## src/rtl/trig_frame_reader_pkg.sv

```systemverilog
// Shared types and constants for the triggered frame reader.
package trig_frame_reader_pkg;

  localparam int DATA_W_DEF = 8;

  typedef enum logic [1:0] {
    ST_IDLE    = 2'd0,
    ST_SEEK    = 2'd1,
    ST_CAPTURE = 2'd2,
    ST_DONE    = 2'd3
  } state_e;

  localparam logic TRIG_RISING  = 1'b0;
  localparam logic TRIG_FALLING = 1'b1;

endpackage

```

## src/rtl/frame_buffer_ram.sv

```systemverilog
// Display buffer: one write port, one synchronous read port.
// Reads return the old contents when the same address is written in that cycle.
module frame_buffer_ram
  import trig_frame_reader_pkg::*;
#(
  parameter int DATA_W = DATA_W_DEF,
  parameter int DEPTH  = 256,
  parameter int ADDR_W = 8
) (
  input  logic              clk,
  input  logic              rst,
  input  logic              wr_en,
  input  logic [ADDR_W-1:0] wr_addr,
  input  logic [DATA_W-1:0] wr_data,
  input  logic [ADDR_W-1:0] rd_addr,
  output logic [DATA_W-1:0] rd_data
);

  logic [DATA_W-1:0] mem [DEPTH];

  // Array write; contents survive reset.
  always_ff @(posedge clk) begin
    if (wr_en) mem[wr_addr] <= wr_data;
  end

  // Registered read, output register cleared on reset.
  always_ff @(posedge clk) begin
    if (rst) rd_data <= '0;
    else     rd_data <= mem[rd_addr];
  end

endmodule

```

## src/rtl/trig_frame_reader.sv

```systemverilog
// Strobes the sample cache, hunts for a level/edge trigger and stores
// one DEPTH-sample frame into the display buffer.
module trig_frame_reader
  import trig_frame_reader_pkg::*;
#(
  parameter int DATA_W       = DATA_W_DEF,
  parameter int DEPTH        = 256,
  parameter int ADDR_W       = 8,
  parameter int CS_LOW_CYC   = 4,
  parameter int CS_HIGH_CYC  = 4,
  parameter int AUTO_TIMEOUT = 1024
) (
  input  logic              sys_clk,
  input  logic              rst,
  input  logic              arm,
  input  logic              auto_mode,
  input  logic              trig_edge,
  input  logic [DATA_W-1:0] trig_level,
  input  logic [DATA_W-1:0] AD_digits_in,
  output logic              CS_N,
  output logic              busy,
  output logic              frame_valid,
  output logic              frame_done,
  output logic              timed_out,
  input  logic [ADDR_W-1:0] rd_addr,
  output logic [DATA_W-1:0] rd_data
);

  localparam int PERIOD = CS_LOW_CYC + CS_HIGH_CYC;
  localparam int TMR_W  = $clog2(PERIOD);
  localparam int CNT_W  = $clog2(AUTO_TIMEOUT + 1);

  localparam logic [TMR_W-1:0]  LAST_LOW   = TMR_W'(CS_LOW_CYC - 1);
  localparam logic [TMR_W-1:0]  FIRST_HIGH = TMR_W'(CS_LOW_CYC);
  localparam logic [TMR_W-1:0]  LAST_TMR   = TMR_W'(PERIOD - 1);
  localparam logic [CNT_W-1:0]  AUTO_LAST  = CNT_W'(AUTO_TIMEOUT - 1);
  localparam logic [CNT_W-1:0]  AUTO_SAT   = CNT_W'(AUTO_TIMEOUT);
  localparam logic [ADDR_W-1:0] ADDR_LAST  = ADDR_W'(DEPTH - 1);

  state_e              state_q, state_d;
  logic [TMR_W-1:0]    tmr_q, tmr_d;
  logic                cs_n_q, cs_n_d;
  logic                busy_q, busy_d;
  logic                frame_valid_q, frame_valid_d;
  logic                frame_done_q, frame_done_d;
  logic                timed_out_q, timed_out_d;
  logic                have_prev_q, have_prev_d;
  logic [DATA_W-1:0]   prev_q, prev_d;
  logic [CNT_W-1:0]    seek_cnt_q, seek_cnt_d;
  logic [ADDR_W-1:0]   wr_addr_q, wr_addr_d;

  logic                act, cap, start;
  logic                hit_rise, hit_fall, hit_trig, hit_auto;
  logic                wr_en;
  logic [ADDR_W-1:0]   wr_ptr;

  // Next-state, strobe timer and trigger evaluation.
  always_comb begin
    act      = (state_q == ST_SEEK) || (state_q == ST_CAPTURE);
    cap      = act && (tmr_q == LAST_LOW);
    hit_rise = (prev_q < trig_level) && (AD_digits_in >= trig_level);
    hit_fall = (prev_q > trig_level) && (AD_digits_in <= trig_level);
    hit_trig = have_prev_q && ((trig_edge == TRIG_FALLING) ? hit_fall : hit_rise);
    // seek_cnt counts samples already seen, so this fires on the AUTO_TIMEOUT-th one
    hit_auto = auto_mode && (seek_cnt_q >= AUTO_LAST);

    state_d      = state_q;
    frame_done_d = 1'b0;
    timed_out_d  = timed_out_q;
    have_prev_d  = have_prev_q;
    prev_d       = prev_q;
    seek_cnt_d   = seek_cnt_q;
    wr_addr_d    = wr_addr_q;
    wr_en        = 1'b0;
    wr_ptr       = wr_addr_q;
    start        = 1'b0;

    unique case (state_q)
      ST_IDLE: begin
        if (arm) start = 1'b1;
      end
      ST_SEEK: begin
        if (cap) begin
          prev_d      = AD_digits_in;
          have_prev_d = 1'b1;
          if (seek_cnt_q != AUTO_SAT) seek_cnt_d = seek_cnt_q + 1'b1;
          if (hit_trig || hit_auto) begin
            // trigger sample is the first frame entry
            state_d     = ST_CAPTURE;
            wr_en       = 1'b1;
            wr_ptr      = '0;
            wr_addr_d   = ADDR_W'(1);
            timed_out_d = !hit_trig;
          end
        end
      end
      ST_CAPTURE: begin
        if (cap) begin
          wr_en     = 1'b1;
          wr_addr_d = wr_addr_q + 1'b1;
          if (wr_addr_q == ADDR_LAST) begin
            frame_done_d = 1'b1;
            // arm on the finishing capture re-arms straight into SEEK
            if (arm) start = 1'b1;
            else     state_d = ST_DONE;
          end
        end
      end
      ST_DONE: begin
        if (arm) start = 1'b1;
      end
    endcase

    if (start) begin
      state_d     = ST_SEEK;
      timed_out_d = 1'b0;
      have_prev_d = 1'b0;
      seek_cnt_d  = '0;
      wr_addr_d   = '0;
    end

    busy_d        = (state_d == ST_SEEK) || (state_d == ST_CAPTURE);
    frame_valid_d = (state_d == ST_DONE);

    // timer free-runs while busy; it restarts at the low phase only from idle/done
    if (!busy_d || !act)      tmr_d = '0;
    else if (tmr_q == LAST_TMR) tmr_d = '0;
    else                      tmr_d = tmr_q + 1'b1;

    cs_n_d = !busy_d || (tmr_d >= FIRST_HIGH);
  end

  // Single state/output register bank.
  always_ff @(posedge sys_clk) begin
    if (rst) begin
      state_q       <= ST_IDLE;
      tmr_q         <= '0;
      cs_n_q        <= 1'b1;
      busy_q        <= 1'b0;
      frame_valid_q <= 1'b0;
      frame_done_q  <= 1'b0;
      timed_out_q   <= 1'b0;
      have_prev_q   <= 1'b0;
      prev_q        <= '0;
      seek_cnt_q    <= '0;
      wr_addr_q     <= '0;
    end else begin
      state_q       <= state_d;
      tmr_q         <= tmr_d;
      cs_n_q        <= cs_n_d;
      busy_q        <= busy_d;
      frame_valid_q <= frame_valid_d;
      frame_done_q  <= frame_done_d;
      timed_out_q   <= timed_out_d;
      have_prev_q   <= have_prev_d;
      prev_q        <= prev_d;
      seek_cnt_q    <= seek_cnt_d;
      wr_addr_q     <= wr_addr_d;
    end
  end

  assign CS_N        = cs_n_q;
  assign busy        = busy_q;
  assign frame_valid = frame_valid_q;
  assign frame_done  = frame_done_q;
  assign timed_out   = timed_out_q;

  frame_buffer_ram #(
    .DATA_W (DATA_W),
    .DEPTH  (DEPTH),
    .ADDR_W (ADDR_W)
  ) u_buf (
    .clk     (sys_clk),
    .rst     (rst),
    .wr_en   (wr_en),
    .wr_addr (wr_ptr),
    .wr_data (AD_digits_in),
    .rd_addr (rd_addr),
    .rd_data (rd_data)
  );

endmodule

```

## config.mk

```make
export PLATFORM = sky130hd
export DESIGN_NAME = trig_frame_reader
export DESIGN_NICKNAME = d
export VERILOG_FILES = /design/src/rtl/trig_frame_reader_pkg.sv /design/src/rtl/frame_buffer_ram.sv /design/src/rtl/trig_frame_reader.sv
export SDC_FILE = /design/constraint.sdc
export NUM_CORES = 2
export LEC_CHECK = 0
export BUFFER_PORTS_ARGS = -buffer_cell sky130_fd_sc_hd__buf_2
export CORE_ASPECT_RATIO = 1.5
export CORE_MARGIN = 5
export CORE_UTILIZATION = 50
export DETAILED_ROUTE_END_ITERATION = 6
export GPL_TIMING_DRIVEN = 1
export PLACE_DENSITY = 0.72
export SLEW_MARGIN = 5
export SYNTH_ARGS = -nofsm -noshare
export SYNTH_HDL_FRONTEND = slang
export SYNTH_SLANG_ARGS = --single-unit
export TNS_END_PERCENT = 20
```

## constraint.sdc

```tcl
create_clock -name sys_clk -period 6.7 [get_ports sys_clk]
set_input_delay 0 -clock sys_clk [delete_from_list [all_inputs] [get_ports sys_clk]]
set_output_delay 0 -clock sys_clk [all_outputs]
set_load 0.01 [all_outputs]
```

# [Word level (Yosys, flattened, before mapping)]
# Memories as Yosys holds them, arrays and structs flattened. A register that Yosys moved wholly into a read port is not among the register bits.
# Cells that the tools add are included.
# W data, S select, Z words.
[op_classes] addsub=3 n_lt_le_gt_ge=6 eq_ne=13 reduce_logical=22 n_bitwise=2 muxes=28
[ops] op="$mux W8" count=6
[ops] op="$pmux W8 S2" count=1
[ops] op="$mux W2" count=6
[ops] op="$add A11 B1 Y11 const B" count=1
[ops] op="$ge A11 B10 Y1 const B" count=1
[ops] op="$ne A11 B11 Y1 const B" count=1
[ops] op="$mux W1" count=10
[ops] op="$add A8 B1 Y8 const B" count=1
[ops] op="$eq A2 B2 Y1 const B" count=4
[ops] op="$eq A8 B8 Y1 const B" count=1
[ops] op="$ge A8 B8 Y1" count=1
[ops] op="$gt A8 B8 Y1" count=1
[ops] op="$le A8 B8 Y1" count=1
[ops] op="$lt A8 B8 Y1" count=1
[ops] op="$mux W3" count=2
[ops] op="$reduce_and A3 Y1" count=2
[ops] op="$logic_and A1 B1 Y1" count=5
[ops] op="$logic_or A1 B1 Y1" count=5
[ops] op="$eq A2 B1 Y1 const B" count=2
[ops] op="$ne A2 B2 Y1 const B" count=2
[ops] op="$pmux W1 S2" count=2
[ops] op="$pmux W2 S2" count=1
[ops] op="$reduce_and A4 Y1" count=1
[ops] op="$reduce_or A2 Y1" count=2
[ops] op="11 further kinds" count=14
[word_totals] out_inout_bits=13 n_memories=1 ramBits=2048 ff_bits=38 inputBits=29
[memory_table] memory="u_buf.mem" words=256 word_bits=8 read_ports=1 rd_ports_with_merged_regs=1 write_ports=1 line="frame_buffer_ram.sv:19" text="logic [DATA_W-1:0] mem [DEPTH];"

# [Longest topological paths before layout]
[depth] depth_word=16 mapped_depth=14 mapped_depth_nobuf=13

# [Hierarchy]
# Synthesis repeated with hierarchy kept, for this count alone.
[hier_totals] hier_cells=4295 hier_area_um2=82803.2
[by_module_without_submodules] module="frame_buffer_ram" seq_area_each_um2=61659.1 cells_per_inst=4027 area_per_inst_um2=80597.3 instances=1
[by_module_without_submodules] module="trig_frame_reader" seq_area_each_um2=760.7 cells_per_inst=268 area_per_inst_um2=2205.9 instances=1

# [Worst setup path before layout]
# No wires, ideal clock.
[synth_path] path_type="reg2reg" from="register prev_q[3]" to="memory u_buf.mem[198][0] (netlist name), enable pin" setup_slack_ps=3492 required_ps=6305 arrival_time_ps=2813 path_buffers=1 path_stages_with_launch=9 cell_sequence="dfxtp_1 > ha_1 > a211oi_1 > a211oi_1 > or2_1 > a211oi_4 > nor2_1 > clkbuf_1 > nor4_1"
[synth_via] elab_chain_len=10 elab_cells_between_ends=15 cone_classes="2 x order compare; 9 x mux; 4 x reduce/logical"
[synth_rtl] element="start: declaration" line="trig_frame_reader.sv:48" text="logic [DATA_W-1:0] prev_q, prev_d;"
[synth_rtl] element="start signal: assignment" line="trig_frame_reader.sv:156" text="prev_q <= prev_d;"
[synth_rtl] element="$lt A8 B8 Y1 or $gt A8 B8 Y1 (tied branches)" line="trig_frame_reader.sv:61, trig_frame_reader.sv:62"
[synth_rtl] element="$logic_and A1 B1 Y1 (on tied branches)" line="trig_frame_reader.sv:61, trig_frame_reader.sv:62"
[synth_rtl] element="$mux W1 (*)" line="trig_frame_reader.sv:63" text="hit_trig = have_prev_q && ((trig_edge == TRIG_FALLING) ? hit_fall : hit_rise);"
[synth_rtl] element="$logic_and A1 B1 Y1 (*)" line="trig_frame_reader.sv:63"
[synth_rtl] element="$logic_or A1 B1 Y1 (*)" line="trig_frame_reader.sv:87" text="if (hit_trig || hit_auto) begin"
[synth_rtl] element="$mux W1" line="trig_frame_reader.sv:87"
[synth_rtl] element="$mux W1" line="trig_frame_reader.sv:83" text="if (cap) begin"
[synth_rtl] element="$pmux W1 S2" line="trig_frame_reader.sv:78" text="unique case (state_q)"
[synth_rtl] element="$mux W1" line="frame_buffer_ram.sv:23" text="if (wr_en) mem[wr_addr] <= wr_data;"
[synth_rtl] element="$mux W1 (not written as such)" line="frame_buffer_ram.sv:23"
[synth_rtl] element="end: declaration" line="frame_buffer_ram.sv:19"
# Every way passes the cells marked *; elsewhere a longest branch is shown, timed or not.

# [Worst setup path after layout]
[layout_path] from="register state_q[0]" to="memory u_buf.mem[245][6] (netlist name), enable pin"
[layout_via] elab_chain_len=7 elab_cells_between_ends=11 cone_classes="2 x eq/ne; 7 x mux; 2 x reduce/logical"
[layout_rtl] element="start: declaration" line="trig_frame_reader.sv:40" text="state_e state_q, state_d;"
[layout_rtl] element="start signal: assignment" line="trig_frame_reader.sv:148" text="state_q <= state_d;"
[layout_rtl] element="$eq A2 B1 Y1 or $eq A2 B2 Y1 (tied branches)" line="trig_frame_reader.sv:59, trig_frame_reader.sv:78"
[layout_rtl] element="$logic_or A1 B1 Y1" line="trig_frame_reader.sv:59" text="act = (state_q == ST_SEEK) || (state_q == ST_CAPTURE);"
[layout_rtl] element="$logic_and A1 B1 Y1" line="trig_frame_reader.sv:60" text="cap = act && (tmr_q == LAST_LOW);"
[layout_rtl] element="$mux W1 (on tied branches)" line="trig_frame_reader.sv:98, trig_frame_reader.sv:83"
[layout_rtl] element="$pmux W1 S2" line="trig_frame_reader.sv:78"
[layout_rtl] element="$mux W1" line="frame_buffer_ram.sv:23"
[layout_rtl] element="$mux W1 (not written as such)" line="frame_buffer_ram.sv:23"
# Parallel ways exist; a longest one is shown, timed or not.

==> impl_metrics.env <==
export IMPL_status="finished clean"
export IMPL_synthDominantCellAreaShare_pct=75.3
export IMPL_tightest_slew_ps=1430
export IMPL_nNetsFinal=3972
export IMPL_grt_pass1_wl_um=289000
export IMPL_sw_frac_of_total_pct=20.9
export IMPL_dr_pass1_iters=7
export IMPL_skew_ps=28.0
export IMPL_antenna_found_initial=5
export IMPL_drive_gt1_share_pct=25.0
export IMPL_grt_ovfl_total=0
export IMPL_ys_top_cells_by_area="edfxtp_1 75%, mux4_2 15%, nor2_1 1.2%, dfxtp_1 1.1%, nand2_1 0.48%"
export IMPL_num_vias=39644
export IMPL_ant_nets=0
export IMPL_clk_pin_slew_ps=70
export IMPL_power_density_nw_per_um2=286
export IMPL_numCtsBuffers=176
export IMPL_cts_tree="yes"
export IMPL_cp_required_ps=7130
export IMPL_syn2layout_area_growth_pct=10.6
export IMPL_path_max_fanout=16
export IMPL_die_h_um=505
export IMPL_synth_top_flop_cell="edfxtp_1"
export IMPL_worstHoldPathCells=4
export IMPL_syn_num_nets=3866
export IMPL_ys_ff_latch=2094
export IMPL_synth_most_common_cell="edfxtp_1"
export IMPL_cts_sinks=2094
export IMPL_ys_types=65
export IMPL_start_kind="register"
export IMPL_instances_no_fill=6172
export IMPL_yosys_warnings=0
export IMPL_p_sw_mw=5.41
export IMPL_ios=42
export IMPL_grt_max_degree=194
export IMPL_seq_power_share_pct=55.5
export IMPL_place_ws_ps=2150
export IMPL_min_path_type="in -> reg"
export IMPL_synth_area_per_cell_um2=21.4
export IMPL_holdWs_ps=95.5
export IMPL_routed_wirelength_um=199000
export IMPL_pwr_share_comb_pct=4.5
export IMPL_synth_async_reset_ratio_pct=0
export IMPL_core_area_um2=162000
export IMPL_die_x_um=340
export IMPL_drv_cap=0
export IMPL_fin_crit_ps=4410
export IMPL_grt_setup_unrepaired="no"
export IMPL_cp_arrival_ps=4840
export IMPL_die_area_um2=172000
export IMPL_grt_usage_pct=23.2
export IMPL_fillerInstances=11546
export IMPL_r2r_cells=7
export IMPL_wl_per_cell_um=32.2
export IMPL_ctsResizeCount=0
export IMPL_netlist_top_cells_count="2048 x edfxtp_1, 553 x mux4_2, 257 x nor2_1"
export IMPL_avgViaCountPerCell=6.42
export IMPL_io_buffers=41
export IMPL_finalHoldViolCount=0
export IMPL_cts_max_level=4
export IMPL_layout_setup_ws_ps=2290
export IMPL_cp_end_kind="register"
export IMPL_slew_headroom_pct=4.31
export IMPL_synth_area_leader_cell="edfxtp_1"
export IMPL_final_period_utilization_pct=65.8
export IMPL_initial_core_util_pct=50.3
export IMPL_ctsLongestPathBuffers=3
export IMPL_place_congestion=0.862
export IMPL_post_cts_buffers=0
export IMPL_setup_violations=0
export IMPL_p_leak_nw=27.6
export IMPL_slew_violations=0
export IMPL_fmax_ghz=0.227
export IMPL_cts_hold_buf=15
export IMPL_ir_worst_vdd_mv=0.224
export IMPL_power_internal_mw=20.5
export IMPL_synth_area_um2=81700
export IMPL_dp_cells=5828
export IMPL_crit_type="reg -> reg"
export IMPL_fin_util_pct=55.7
export IMPL_clock_latency_ps=810
export IMPL_rows=181
export IMPL_synth_edf_count=2048
export IMPL_setup_tns_ps=0
export IMPL_syn_instance_count=3811
export IMPL_seq_area_frac_synth_pct=76.4
export IMPL_pwr_share_clk_pct=39.9
export IMPL_hpwlAfterDp_um=126000
export IMPL_drc_errors=0
export IMPL_root_buffer="clkbuf_16"
export IMPL_drt_initial_drc_count=4851
export IMPL_grt_pass1_vias=40875
final timing paths:
check / start / end / slack [ps]
setup / recovery: state_q[0]$_SDFF_PP0_ / u_buf.mem[245][6]$_DFFE_PP_ / 2290
hold / removal: rd_addr[2] / u_buf.rd_data[4]$_SDFF_PP0_ / 100
setup reg to reg: state_q[0]$_SDFF_PP0_ / u_buf.mem[245][6]$_DFFE_PP_ / 2290
hold reg to reg: tmr_q[0]$_SDFF_PP0_ / tmr_q[0]$_SDFF_PP0_ / 440
placed cells by master, fill, tap and decap left out, types with 9 or more instances in the layout:
cell type	n
edfxtp_1	2048
mux4_2	553
nor2_1	254
clkbuf_16	183
nand2_1	105
buf_4	82
nand3_1	47
dfxtp_1	46
nor3_1	43
a22o_1	39
a22oi_1	39
o22ai_1	38
a221oi_1	38
clkinv_1	32
clkinv_2	31
buf_2	30
a21oi_1	28
a211oi_1	28
ha_1	26
clkbuf_1	25
nor2b_1	21
and2_1	21
mux2i_1	20
inv_1	19
bufinv_16	16
o21ai_0	15
nand2b_1	15
mux2_2	15
dlygate4sd3_1	15
nor4_2	14
clkinvlp_4	13
nand4_1	10
nor3_2	10
clkinv_4	10
clkbuf_8	10
inv_6	9
a2111oi_0	9
buf_12	9
sequential cells by signal, indices dropped and copies added, names as in the netlist:
signal	flops
CS_N	1
busy	1
frame_done	1
frame_valid	1
have_prev_q	1
prev_q	8
seek_cnt_q	11
state_q	2
timed_out	1
tmr_q	3
u_buf.mem	2048
u_buf.rd_data	8
wr_addr_q	8
logic make-up (layout without fill, tap and decap cells):
family                     after synthesis  after routing  share of synthesized area (%)
AOI/OAI and AO/OA                      276            276                           2.55
other                                    0              3                              0
muxes                                  588            588                           15.7
adders and majority gates               26             26                          0.398
and+or+nand+nor                        579            579                           3.21
buffers and inverters                  240            494                           1.66
DFF                                   2094           2094                           76.4
xor gates and xnor gates                 8              8                         0.0858
power by group through the flow:
stage	registers, mW	logic [mW]	clock network, mW
after floorplan	14.7	0.653	0
after global placement	14.7	1.16	0
after detailed placement	14.7	1.18	0
after CTS	14.4	1.19	10.4
after global routing	14.4	1.24	11.0
final	14.4	1.18	10.3
per-layer routing:
layer  part of all wire, %  global-route usage (%)
met3                   7.8                    4.32
met4                   5.7                    11.4
met1                    35                    28.9
met2                    52                    39.6
met5                0.0075                       0
worst max-delay path: stages, from the launching register on:
cell	delay, ps
dfxtp_1	380
inv_1	80
ha_1	420
nand3b_1	710
or2_2	560
nor2_1	580
nand2_1	500
nor2_1	790
through the flow:
stage               cell area, um^2  power [mW]
floorplan                     81700        15.3
global placement              84300        15.8
detailed placement            84400        15.8
CTS                           90300        26.0
global route                  90400        26.6
finish                        90400        25.9
area by class of cell:
cell class	count	area [um^2]	share of cell area, %
antenna	3	7.51	0.00831
clock buffer	210	4700	5.20
inverter	21	83.8	0.0928
sequential	2094	62400	69.1
multi-input combinational	1477	18200	20.1
clock inverter	116	1120	1.24
tap	2104	2630	2.91
timing repair buffer	147	1250	1.38
Power figures use the tool's default switching activity.
